--- src/rtl/rom_fetch.sv ---
// ROM prefetch unit: fetches sequential ROM bytes into a small circular queue
// and presents them in address order; a jump flushes the queue and redirects fetch.
module rom_fetch #(
  parameter int unsigned DEPTH      = 4,
  parameter logic [7:0]  RESET_ADRS = 8'h00
) (
  input  logic       clk,
  input  logic       rst_n,
  output logic [7:0] rom_adrs,
  output logic       rom_rd,
  input  logic [7:0] rom_dout,
  input  logic       jmp_en,
  input  logic [7:0] jmp_adrs,
  output logic       q_valid,
  output logic [7:0] q_data,
  output logic [7:0] q_adrs,
  input  logic       q_ready
);

  localparam int unsigned AW    = 8;
  localparam int unsigned PTR_W = (DEPTH > 1) ? $clog2(DEPTH) : 1;
  localparam int unsigned CNT_W = $clog2(DEPTH + 1);

  typedef struct packed {
    logic [AW-1:0] adrs;
    logic [AW-1:0] data;
  } entry_t;

  entry_t             mem [DEPTH];
  logic [AW-1:0]      pc;
  logic [PTR_W-1:0]   wr_ptr;
  logic [PTR_W-1:0]   rd_ptr;
  logic [CNT_W-1:0]   count;
  logic               push;
  logic               pop;
  entry_t             head;

  // Fetch/issue decisions; a jump suppresses both push and pop on its edge
  always_comb begin
    q_valid = (count != '0);
    rom_rd  = rst_n & ~jmp_en & (count < CNT_W'(DEPTH));
    push    = rom_rd;
    pop     = q_valid & q_ready & ~jmp_en;
    head    = mem[rd_ptr];
  end

  assign rom_adrs = pc;
  assign q_data   = head.data;
  assign q_adrs   = head.adrs;

  // Queue storage needs no reset: count gates every read of it
  always_ff @(posedge clk) begin
    if (push) begin
      mem[wr_ptr] <= '{adrs: pc, data: rom_dout};
    end
  end

  always_ff @(posedge clk or negedge rst_n) begin
    if (!rst_n) begin
      pc     <= RESET_ADRS;
      wr_ptr <= '0;
      rd_ptr <= '0;
      count  <= '0;
    end else if (jmp_en) begin
      pc     <= jmp_adrs;
      wr_ptr <= '0;
      rd_ptr <= '0;
      count  <= '0;
    end else begin
      if (push) begin
        wr_ptr <= wr_ptr + PTR_W'(1);
        pc     <= pc + AW'(1);
      end
      if (pop) begin
        rd_ptr <= rd_ptr + PTR_W'(1);
      end
      case ({push, pop})
        2'b10:   count <= count + CNT_W'(1);
        2'b01:   count <= count - CNT_W'(1);
        default: count <= count;
      endcase
    end
  end

endmodule

--- config.mk ---
export PLATFORM = sky130hd
export DESIGN_NAME = rom_fetch
export DESIGN_NICKNAME = d
export VERILOG_FILES = /design/src/rtl/rom_fetch.sv
export SDC_FILE = /design/constraint.sdc
export NUM_CORES = 1
export LEC_CHECK = 0
export BUFFER_PORTS_ARGS = -buffer_cell sky130_fd_sc_hd__buf_2
export CAP_MARGIN = 20
export CORE_AREA = 2 2 94 96
export DETAILED_ROUTE_END_ITERATION = 16
export DIE_AREA = 0 0 96 98
export PLACE_DENSITY = 0.63
export SETUP_SLACK_MARGIN = 0.02
export SLEW_MARGIN = 20
export SYNTH_ARGS = -nofsm -noshare
export SYNTH_HDL_FRONTEND = slang
export SYNTH_SLANG_ARGS = --single-unit
--- constraint.sdc ---
create_clock -name clk -period 5.7 [get_ports clk]
set_input_delay 0.285 -clock clk [delete_from_list [all_inputs] [get_ports clk]]
set_output_delay 0.285 -clock clk [all_outputs]
set_load 0.03 [all_outputs]
==> results of run 1 <==
==> final cells by class <==
cell class | instances | area [sq um]
Clock buffer | 10 | 128
Clock inverter | 6 | 45.0
Fill cell | 767 | 4720
Inverter | 6 | 22.5
Multi-Input combinational cell | 95 | 877
Sequential cell | 79 | 2300
Tap cell | 108 | 135
Timing Repair Buffer | 47 | 243
==> repair_timing <==
action / CTS / global route
resized for setup: 0 / 0
hold buffers: 1 / 0
endpoints found under the hold margin: 15 / 0
==> report_power, final <==
part           total, mW  internal (mW)  switching (mW)
combinational      0.176         0.0670           0.109
sequential         0.683          0.655          0.0272
clock              0.361          0.160           0.201
==> state kept, by name (all words and copies together), names as in the netlist <==
register and flops:
mem 64, wr_ptr 2, count 3, rd_ptr 2
rom_adrs 8
==> layer usage <==
metal / routed length [um] / track usage [%]
met4: 89 / 4.95
met1: 2320 / 16.1
met5: 0 / 0
met2: 2890 / 21.4
met3: 318 / 4.63
==> cell usage in the layout, fill, tap and decap left out, drive strengths merged <==
cell type / Yosys / routed
a21o: 1 / 1
a21oi: 3 / 3
a221oi: 1 / 1
a31oi: 1 / 1
and2: 4 / 4
and4b: 1 / 1
buf: 5 / 46
clkbuf: 6 / 10
clkinv: 0 / 1
clkinvlp: 0 / 3
dfrtp: 15 / 15
dlygate4sd3: 0 / 1
edfxtp: 64 / 64
fa: 1 / 1
ha: 5 / 5
inv: 6 / 8
mux2i: 2 / 2
mux4: 16 / 16
nand2: 12 / 12
nand3: 1 / 1
nand3b: 1 / 1
nand4: 3 / 3
nor2: 10 / 10
nor2b: 2 / 2
nor3: 3 / 3
nor4: 2 / 2
o21ai: 11 / 11
o221ai: 1 / 1
o2bb2a: 1 / 1
or2b: 1 / 1
or3: 1 / 1
or3b: 1 / 1
xnor2: 3 / 3
xor2: 7 / 7
==> synth_stat cells (2+ instances only) <==
cell type   n
a21oi_1     3
and2_1      4
buf_2       4
clkbuf_1    6
dfrtp_1    15
edfxtp_1   64
ha_1        5
inv_1       6
mux2i_1     2
mux4_2     16
nand2_1    12
nand4_1     3
nor2_1     10
nor2b_1     2
nor3_1      3
nor4_1      2
o21ai_0    10
xnor2_1     3
xor2_1      7
==> per-stage QoR <==
step	cells	util, %	hold slack, ns	worst slack [ns]
2_1_floorplan	191	-	-0.0106	3.30
3_3_place_gp	334	42.1	0.255	3.20
3_5_place_dp	334	42.1	0.259	3.08
4_1_cts	351	44.3	0.120	2.93
5_1_grt	351	44.3	0.132	2.72
6_report	351	44.3	0.136	2.92
==> cell families after synthesis <==
group | Yosys count | synth area share, %
buffers and inverters | 17 | 2.24
AO/OA/AOI/OAI | 19 | 3.55
flip-flops | 79 | 70.8
AND/OR/NAND/NOR | 42 | 6.51
multiplexers | 18 | 11.7
adder cells (fa/ha/maj) | 6 | 2.54
XOR/XNOR | 10 | 2.70
==> critical path, cell delays in order <==
cell	delay [ns]
dlygate4sd3_1	0.51
buf_2	0.40
nor2b_1	0.59
nor3_1	0.14
fa_1	0.53
o21ai_0	0.09
a31oi_1	0.17
nor3_1	0.06
nor4_1	0.26
==> path summary, 6_finish.rpt <==
check,end,cells after the start,from
max reg2reg,count[1],7,count[2]
max,count[1],9,rst_n
min in group asynchronous,rom_adrs[0],2,rst_n
max in group asynchronous,rd_ptr[1],2,rst_n
min,rom_adrs[0],3,jmp_adrs[0]
min reg2reg,mem[3][15],0,rom_adrs[7]
==> results.sh, run 1 <==
export IMPL_cp_arrival_ns=3.04
export IMPL_antenna_found_initial=0
export IMPL_period_minus_slack_ns=2.78
export IMPL_drt_pass1_iter_count=4
export IMPL_leakage_nw=1.35
export IMPL_fin_area_sq_mm=0.00375
export IMPL_grt_pass1_wl_um=9050
export IMPL_clkLatencyLatePin_ns=0.35
export IMPL_setup_viol=0
export IMPL_endpoint_kind="flip-flop"
export IMPL_ios=46
export IMPL_syn_num_nets=217
export IMPL_tightest_slew_ns=0.842
export IMPL_netlist_area_sq_mm=0.00325
export IMPL_die_x_um=96
export IMPL_initialDrtViolationCount=67
export IMPL_clockBufferDepth=2
export IMPL_path_max_fanout=24
export IMPL_ant_nets=0
export IMPL_areaGrowthSynthToFinish_pct=15.4
export IMPL_p_total_mw=1.22
export IMPL_async_flop_share_pct=19.0
export IMPL_clock_sinks=79
export IMPL_die_h_um=98
export IMPL_placed_area_sq_mm=0.00356
export IMPL_port_buffers=45
export IMPL_wl_per_cell_um=16.0
export IMPL_startpoint_type="input pin"
export IMPL_vdd_drop_max_mv=0.131
export IMPL_rows=34
export IMPL_core_sq_mm=0.00847
export IMPL_fin_skew_ns=0.00810
export IMPL_synth_top_cell_by_area="edfxtp_1"
export IMPL_wl_um=5610
export IMPL_netlist_area_leader_share_pct=59.2
export IMPL_cp_data_required_time_ns=5.96
export IMPL_grt_usage_pct=13.2
export IMPL_post_cts_repair_setup_buffers=0
export IMPL_maxCapViolCount=0
export IMPL_place_gp_congestion=0.772
export IMPL_synth_edf_count=64
export IMPL_grt_pass1_vias=1780
export IMPL_dieArea_sq_mm=0.00941
export IMPL_syn_inst=191
export IMPL_ys_seq_area_share_pct=70.8
export IMPL_cts_buffers_inserted=9
export IMPL_htreeDepth=3
export IMPL_ys_seq_elements=79
export IMPL_yosysUniqueCellTypes=33
export IMPL_drive_gt1_share_pct=32.1
export IMPL_vias=1747
export IMPL_slew_violations=0
export IMPL_hold_path_class="in2reg"
export IMPL_maxSlewHeadroom_pct=43.9
export IMPL_fin_nets=264
export IMPL_yosys_warnings=0
export IMPL_hold_viol=0
export IMPL_power_density_mw_per_mm2=325
export IMPL_clockRootBuffer="clkbuf_8"
export IMPL_drc_errors=0
export IMPL_diodes=0
export IMPL_ys_dominant_reg_cell="edfxtp_1"
export IMPL_start_util_pct=38.4
export IMPL_clk_pin_slew_ns=0.08
export IMPL_reg2reg_slack_ns=3.31
export IMPL_rsz0062_at_grt="false"
export IMPL_worstSetupPathType="in2reg"
export IMPL_fin_crit_sh_pct=48.8
export IMPL_cts_tree="yes"
export IMPL_dpl_hpwl_um=3650
export IMPL_setup_tns_ns=0
export IMPL_fmax_ghz=0.360
export IMPL_status="finished clean"
export IMPL_grt_overflow_total=0
export IMPL_grt_max_degree=26
export IMPL_vias_per_cell=4.98
export IMPL_avgSynthCellArea_sq_um=17.0
export IMPL_synth_area_leaders="edfxtp_1 (59%), dfrtp_1 (12%), mux4_2 (11%)"
Power figures use the tool's default switching activity.
==> run 2, diff against run 1 <==
clock period = 2.65 ns   (was 5.7 ns; I/O delays follow)
==> results.sh, run 2 (synthesized netlist as in run 1, its figures left out) <==
export IMPL_hold_viol=0
export IMPL_cpPeakStageDelay_ns=0.53
export IMPL_place_gp_congestion=0.841
export IMPL_crit_top_cell="nor3_1"
export IMPL_vias_per_cell=4.91
export IMPL_ios=46
export IMPL_fin_nets=285
export IMPL_largest_reg_flops=64
export IMPL_cts_buffers_inserted=9
export IMPL_path_max_fanout=11
export IMPL_layout_commonest_cell="edfxtp_1"
export IMPL_slew_violations=0
export IMPL_hold_buffers=15
export IMPL_setup_viol=0
export IMPL_diodes=0
export IMPL_grt_max_degree=26
export IMPL_post_cts_repair_setup_buffers=0
export IMPL_ctsResizeCount=0
export IMPL_core_sq_mm=0.00847
export IMPL_grt_pass1_wl_um=9500
export IMPL_rr_worst_depth=8
export IMPL_clockRootBuffer="clkbuf_8"
export IMPL_maxCapViolCount=0
export IMPL_grt_use_met2_pct=22.4
export IMPL_period_minus_slack_ns=2.32
export IMPL_power_density_mw_per_mm2=728
export IMPL_grt_pass1_vias=1915
export IMPL_use_met1_pct=17.1
export IMPL_hold_path_class="in2reg"
export IMPL_tightest_slew_ns=0.825
export IMPL_drc_errors=0
export IMPL_cp_data_required_time_ns=2.89
export IMPL_grt_overflow_total=0
export IMPL_wl_um=5820
export IMPL_fin_crit_sh_pct=87.5
export IMPL_path_cells="or3_1 -> nand2_1 -> nor3_1 -> fa_1 -> o21ai_0 -> a31oi_1 -> nor3_1 -> nor4_1"
export IMPL_clk_pin_slew_ns=0.08
export IMPL_worstSetupPathType="reg2reg"
export IMPL_critPathSlowestCell="fa_1"
export IMPL_die_h_um=98
export IMPL_die_x_um=96
export IMPL_initialDrtViolationCount=106
export IMPL_layout_common_cells="edfxtp_1 (64), buf_2 (45), mux4_2 (16)"
export IMPL_start_util_pct=38.4
export IMPL_p_total_mw=2.94
export IMPL_clockBufferDepth=2
export IMPL_cts_tree="yes"
export IMPL_htreeDepth=3
export IMPL_dpl_hpwl_um=3680
export IMPL_rows=34
export IMPL_drive_gt1_share_pct=32.2
export IMPL_ant_nets=0
export IMPL_vias=1827
export IMPL_grt_busiest_layer="met2"
export IMPL_startpoint_type="flip-flop"
export IMPL_fmax_ghz=0.431
export IMPL_areaGrowthSynthToFinish_pct=24.3
export IMPL_rsz0062_at_grt="false"
export IMPL_reg2reg_slack_ns=0.33
export IMPL_wl_per_cell_um=15.6
export IMPL_hold_depth=1
export IMPL_clock_sinks=79
export IMPL_endpoint_kind="flip-flop"
export IMPL_maxSlewHeadroom_pct=45.0
export IMPL_worst_hold_path_endpoint="mem[2][3]"
export IMPL_leakage_nw=1.49
export IMPL_fin_skew_ns=0.00681
export IMPL_antenna_found_initial=0
export IMPL_hold_start="rom_dout[3]"
export IMPL_port_buffers=45
export IMPL_clkLatencyLatePin_ns=0.35
export IMPL_dieArea_sq_mm=0.00941
export IMPL_worstReg2RegStart="count[2]"
export IMPL_largest_register="mem"
export IMPL_status="finished clean"
export IMPL_r2r_end="count[1]"
export IMPL_drt_pass1_iter_count=4
export IMPL_global_route_usage_met3_pct=4.86
export IMPL_grt_usage_pct=13.7
export IMPL_cp_arrival_ns=2.56
export IMPL_vdd_drop_max_mv=0.356
export IMPL_setup_tns_ns=0
run 2: critical path, delay by kind of cell, from the launching register on:
family                     cells  cell delay (ns)
and+or+nand+nor                5             0.97
DFF                            1             0.48
adders and majority gates      1             0.53
AOI/OAI and AO/OA              2             0.24
run 2: where the power goes:
| group | switching (mW) | internal, mW |
|---|---|---|
| logic | 0.238 | 0.166 |
| registers | 0.0582 | 1.41 |
| clock network | 0.434 | 0.632 |
| total | 0.731 | 2.21 |
run 2: cell type report:
class,count,area (sq um)
clock buffers,10,128
fillers,728,4430
inverters,6,22.5
repair buffers,68,460
clock inverters,6,116
well taps,108,135
flip-flops and latches,79,2300
multi-input cells,95,877
run 2: per-layer routing:
layer	up-vias	part of all wire [%]
met1	900	43
met2	54	50
met5	-	0
li1	865	-
met3	8	5.3
met4	0	1.1
run 2: worst max path at each step:
stage,to,cells after the start,startpoint
5_1_grt,count[1],8,count[2]
3_3_place_gp,count[1],8,count[2]
2_1_floorplan,count[1],9,count[0]
4_1_cts,count[1],8,count[2]
3_5_place_dp,count[1],8,count[2]
6_report,count[1],8,count[2]
run 2: metrics by stage:
| step | cell area [sq um] | worst slack [ns] | std cells | utilization (%) | hold WS, ns |
|---|---|---|---|---|---|
| 2_1_floorplan | 3250 | 0.254 | 191 | - | -0.163 |
| 3_3_place_gp | 3640 | 0.422 | 341 | 43.0 | -0.0503 |
| 3_5_place_dp | 3640 | 0.337 | 341 | 43.0 | -0.0522 |
| 4_1_cts | 4040 | 0.316 | 372 | 47.7 | 0.00832 |
| 5_1_grt | 4040 | 0.107 | 372 | 47.7 | 0.00738 |
| 6_report | 4040 | 0.331 | 372 | 47.7 | 0.0127 |
==> run 3, diff against run 2 <==
CORE_AREA = 2 2 88 90   (was 2 2 94 96)
CTS_CLUSTER_DIAMETER = 60   (was default)
DIE_AREA = 0 0 90 92   (was 0 0 96 98)
PLACE_DENSITY = 0.69   (was 0.63)
==> results.sh, run 3 (synthesized netlist as in run 1, its figures left out) <==
export IMPL_status="finished clean"
export IMPL_wl_um=5510
export IMPL_worst_slack_ns=0.302
export IMPL_antenna_found_initial=0
export IMPL_pre_cts_slack_ns=0.290
export IMPL_grt_overflow_total=0
export IMPL_startpoint_type="flip-flop"
export IMPL_fin_skew_ns=0.0101
export IMPL_grt_pass1_vias=1781
export IMPL_cts_tree="yes"
export IMPL_maxCapViolCount=0
export IMPL_post_cts_repair_setup_buffers=0
export IMPL_wl_per_cell_um=15.6
export IMPL_die_x_um=90
export IMPL_grt_max_degree=26
export IMPL_fin_crit_sh_pct=88.6
export IMPL_initialDrtViolationCount=100
export IMPL_cts_buffers_inserted=9
export IMPL_layout_commonest_cell="edfxtp_1"
export IMPL_clk_pin_slew_ns=0.07
export IMPL_dieArea_sq_mm=0.00828
export IMPL_rr_worst_depth=8
export IMPL_worst_hold_path_endpoint="rom_adrs[0]"
export IMPL_grt_pass1_wl_um=8830
export IMPL_vias=1757
export IMPL_hold_depth=3
export IMPL_hold_viol=0
export IMPL_r2r_end="count[1]"
export IMPL_ctsResizeCount=0
export IMPL_grt_usage_pct=14.2
export IMPL_ant_nets=0
export IMPL_vdd_drop_max_mv=0.344
export IMPL_drive_gt1_share_pct=33.2
export IMPL_crit_family="simple AND/OR/NAND/NOR gates"
export IMPL_path_max_fanout=11
export IMPL_hold_buffers=2
export IMPL_critPathSlowestCell="fa_1"
export IMPL_largest_register="mem"
export IMPL_layout_common_cells="edfxtp_1 (64), buf_2 (45), mux4_2 (16)"
export IMPL_clockRootBuffer="clkbuf_8"
export IMPL_port_buffers=45
export IMPL_dp_cells=334
export IMPL_maxSlewHeadroom_pct=46.8
export IMPL_worstSetupPathType="reg2reg"
export IMPL_slew_violations=0
export IMPL_clkLatencyLatePin_ns=0.34
export IMPL_regArea_sq_mm=0.00230
export IMPL_htreeDepth=3
export IMPL_areaGrowthSynthToFinish_pct=17.8
export IMPL_start_util_pct=43.6
export IMPL_endpoint_kind="flip-flop"
export IMPL_setup_viol=0
export IMPL_tightest_slew_ns=0.798
export IMPL_rsz0062_at_grt="false"
export IMPL_utilization_pct=51.3
export IMPL_setup_tns_ns=0
export IMPL_vias_per_cell=4.99
export IMPL_hold_start="jmp_adrs[0]"
export IMPL_cp_arrival_ns=2.58
export IMPL_diodes=0
export IMPL_clock_sinks=79
export IMPL_fillers=660
export IMPL_clockBufferDepth=2
export IMPL_ios=46
export IMPL_rows=32
export IMPL_dpl_hpwl_um=3550
export IMPL_power_density_mw_per_mm2=716
export IMPL_cpPeakStageDelay_ns=0.52
export IMPL_largest_reg_flops=64
export IMPL_place_gp_congestion=0.719
export IMPL_final_cells=352
export IMPL_fmax_ghz=0.426
export IMPL_die_h_um=92
export IMPL_period_minus_slack_ns=2.35
export IMPL_critPathBufInv=0
export IMPL_core_sq_mm=0.00745
export IMPL_leakage_nw=1.40
export IMPL_multi_input_area_sq_um=877
export IMPL_crit_top_cell="nor3_1"
export IMPL_fin_nets=271
export IMPL_reg2reg_slack_ns=0.30
export IMPL_worstReg2RegStart="count[2]"
export IMPL_drc_errors=0
export IMPL_drt_pass1_iter_count=4
export IMPL_hold_path_class="in2reg"
export IMPL_cp_data_required_time_ns=2.89
export IMPL_path_cells="or3_1 -> nand2_1 -> nor3_1 -> fa_1 -> o21ai_0 -> a31oi_1 -> nor3_1 -> nor4_1"
-- run 3: worst register-to-register path, cell delays in order, from the launching register on --
cell and delay [ns]:
dfrtp_1 0.49, or3_1 0.46, nand2_1 0.12, nor3_1 0.06, fa_1 0.52, o21ai_0 0.09
a31oi_1 0.18, nor3_1 0.07, nor4_1 0.26
-- run 3: power by group --
group          leakage (nW)  total (mW)  switching [mW]  internal [mW]
logic                 0.529       0.383           0.233          0.150
clock network        0.0996       0.887           0.400          0.486
registers             0.774        1.47          0.0591           1.41
total                  1.40        2.74           0.693           2.05
-- run 3: how the worst max path moves through the flow --
| stage | to | slack [ns] | startpoint | cells past startpoint |
|---|---|---|---|---|
| 6_report | count[1] | 0.30 | count[2] | 8 |
| 3_3_place_gp | count[1] | 0.40 | count[2] | 8 |
| 2_1_floorplan | count[1] | 0.25 | count[0] | 9 |
| 4_1_cts | count[1] | 0.28 | count[2] | 8 |
| 3_5_place_dp | count[1] | 0.29 | count[2] | 8 |
| 5_1_grt | count[1] | 0.16 | count[2] | 8 |
-- run 3: through the flow --
stage	power [mW]	cell area, sq um	hold slack [ns]
floorplan	1.76	3250	-0.163
global placement	1.88	3600	0.105
detailed placement	1.89	3600	0.118
CTS	2.77	3820	0.0000141
global route	2.85	3820	0.00545
finish	2.74	3820	0.00787
-- run 3: final cells by class --
| type | instances | share of cell area (%) |
|---|---|---|
| clock buffer | 13 | 4.16 |
| inverter | 6 | 0.589 |
| sequential | 79 | 60.1 |
| tap | 102 | 3.34 |
| clock inverter | 3 | 1.11 |
| timing repair buffer | 54 | 7.79 |
| multi-input combinational | 95 | 22.9 |
-- run 3: per-layer routing --
metal  global-route usage, %  vias to the layer above  routed length [um]
met5                       0                        -                   0
met4                    6.92                        0                  96
li1                        -                      838                   -
met2                    23.1                       38                2660
met1                    18.7                      872                2570
met3                    2.63                        9                 179
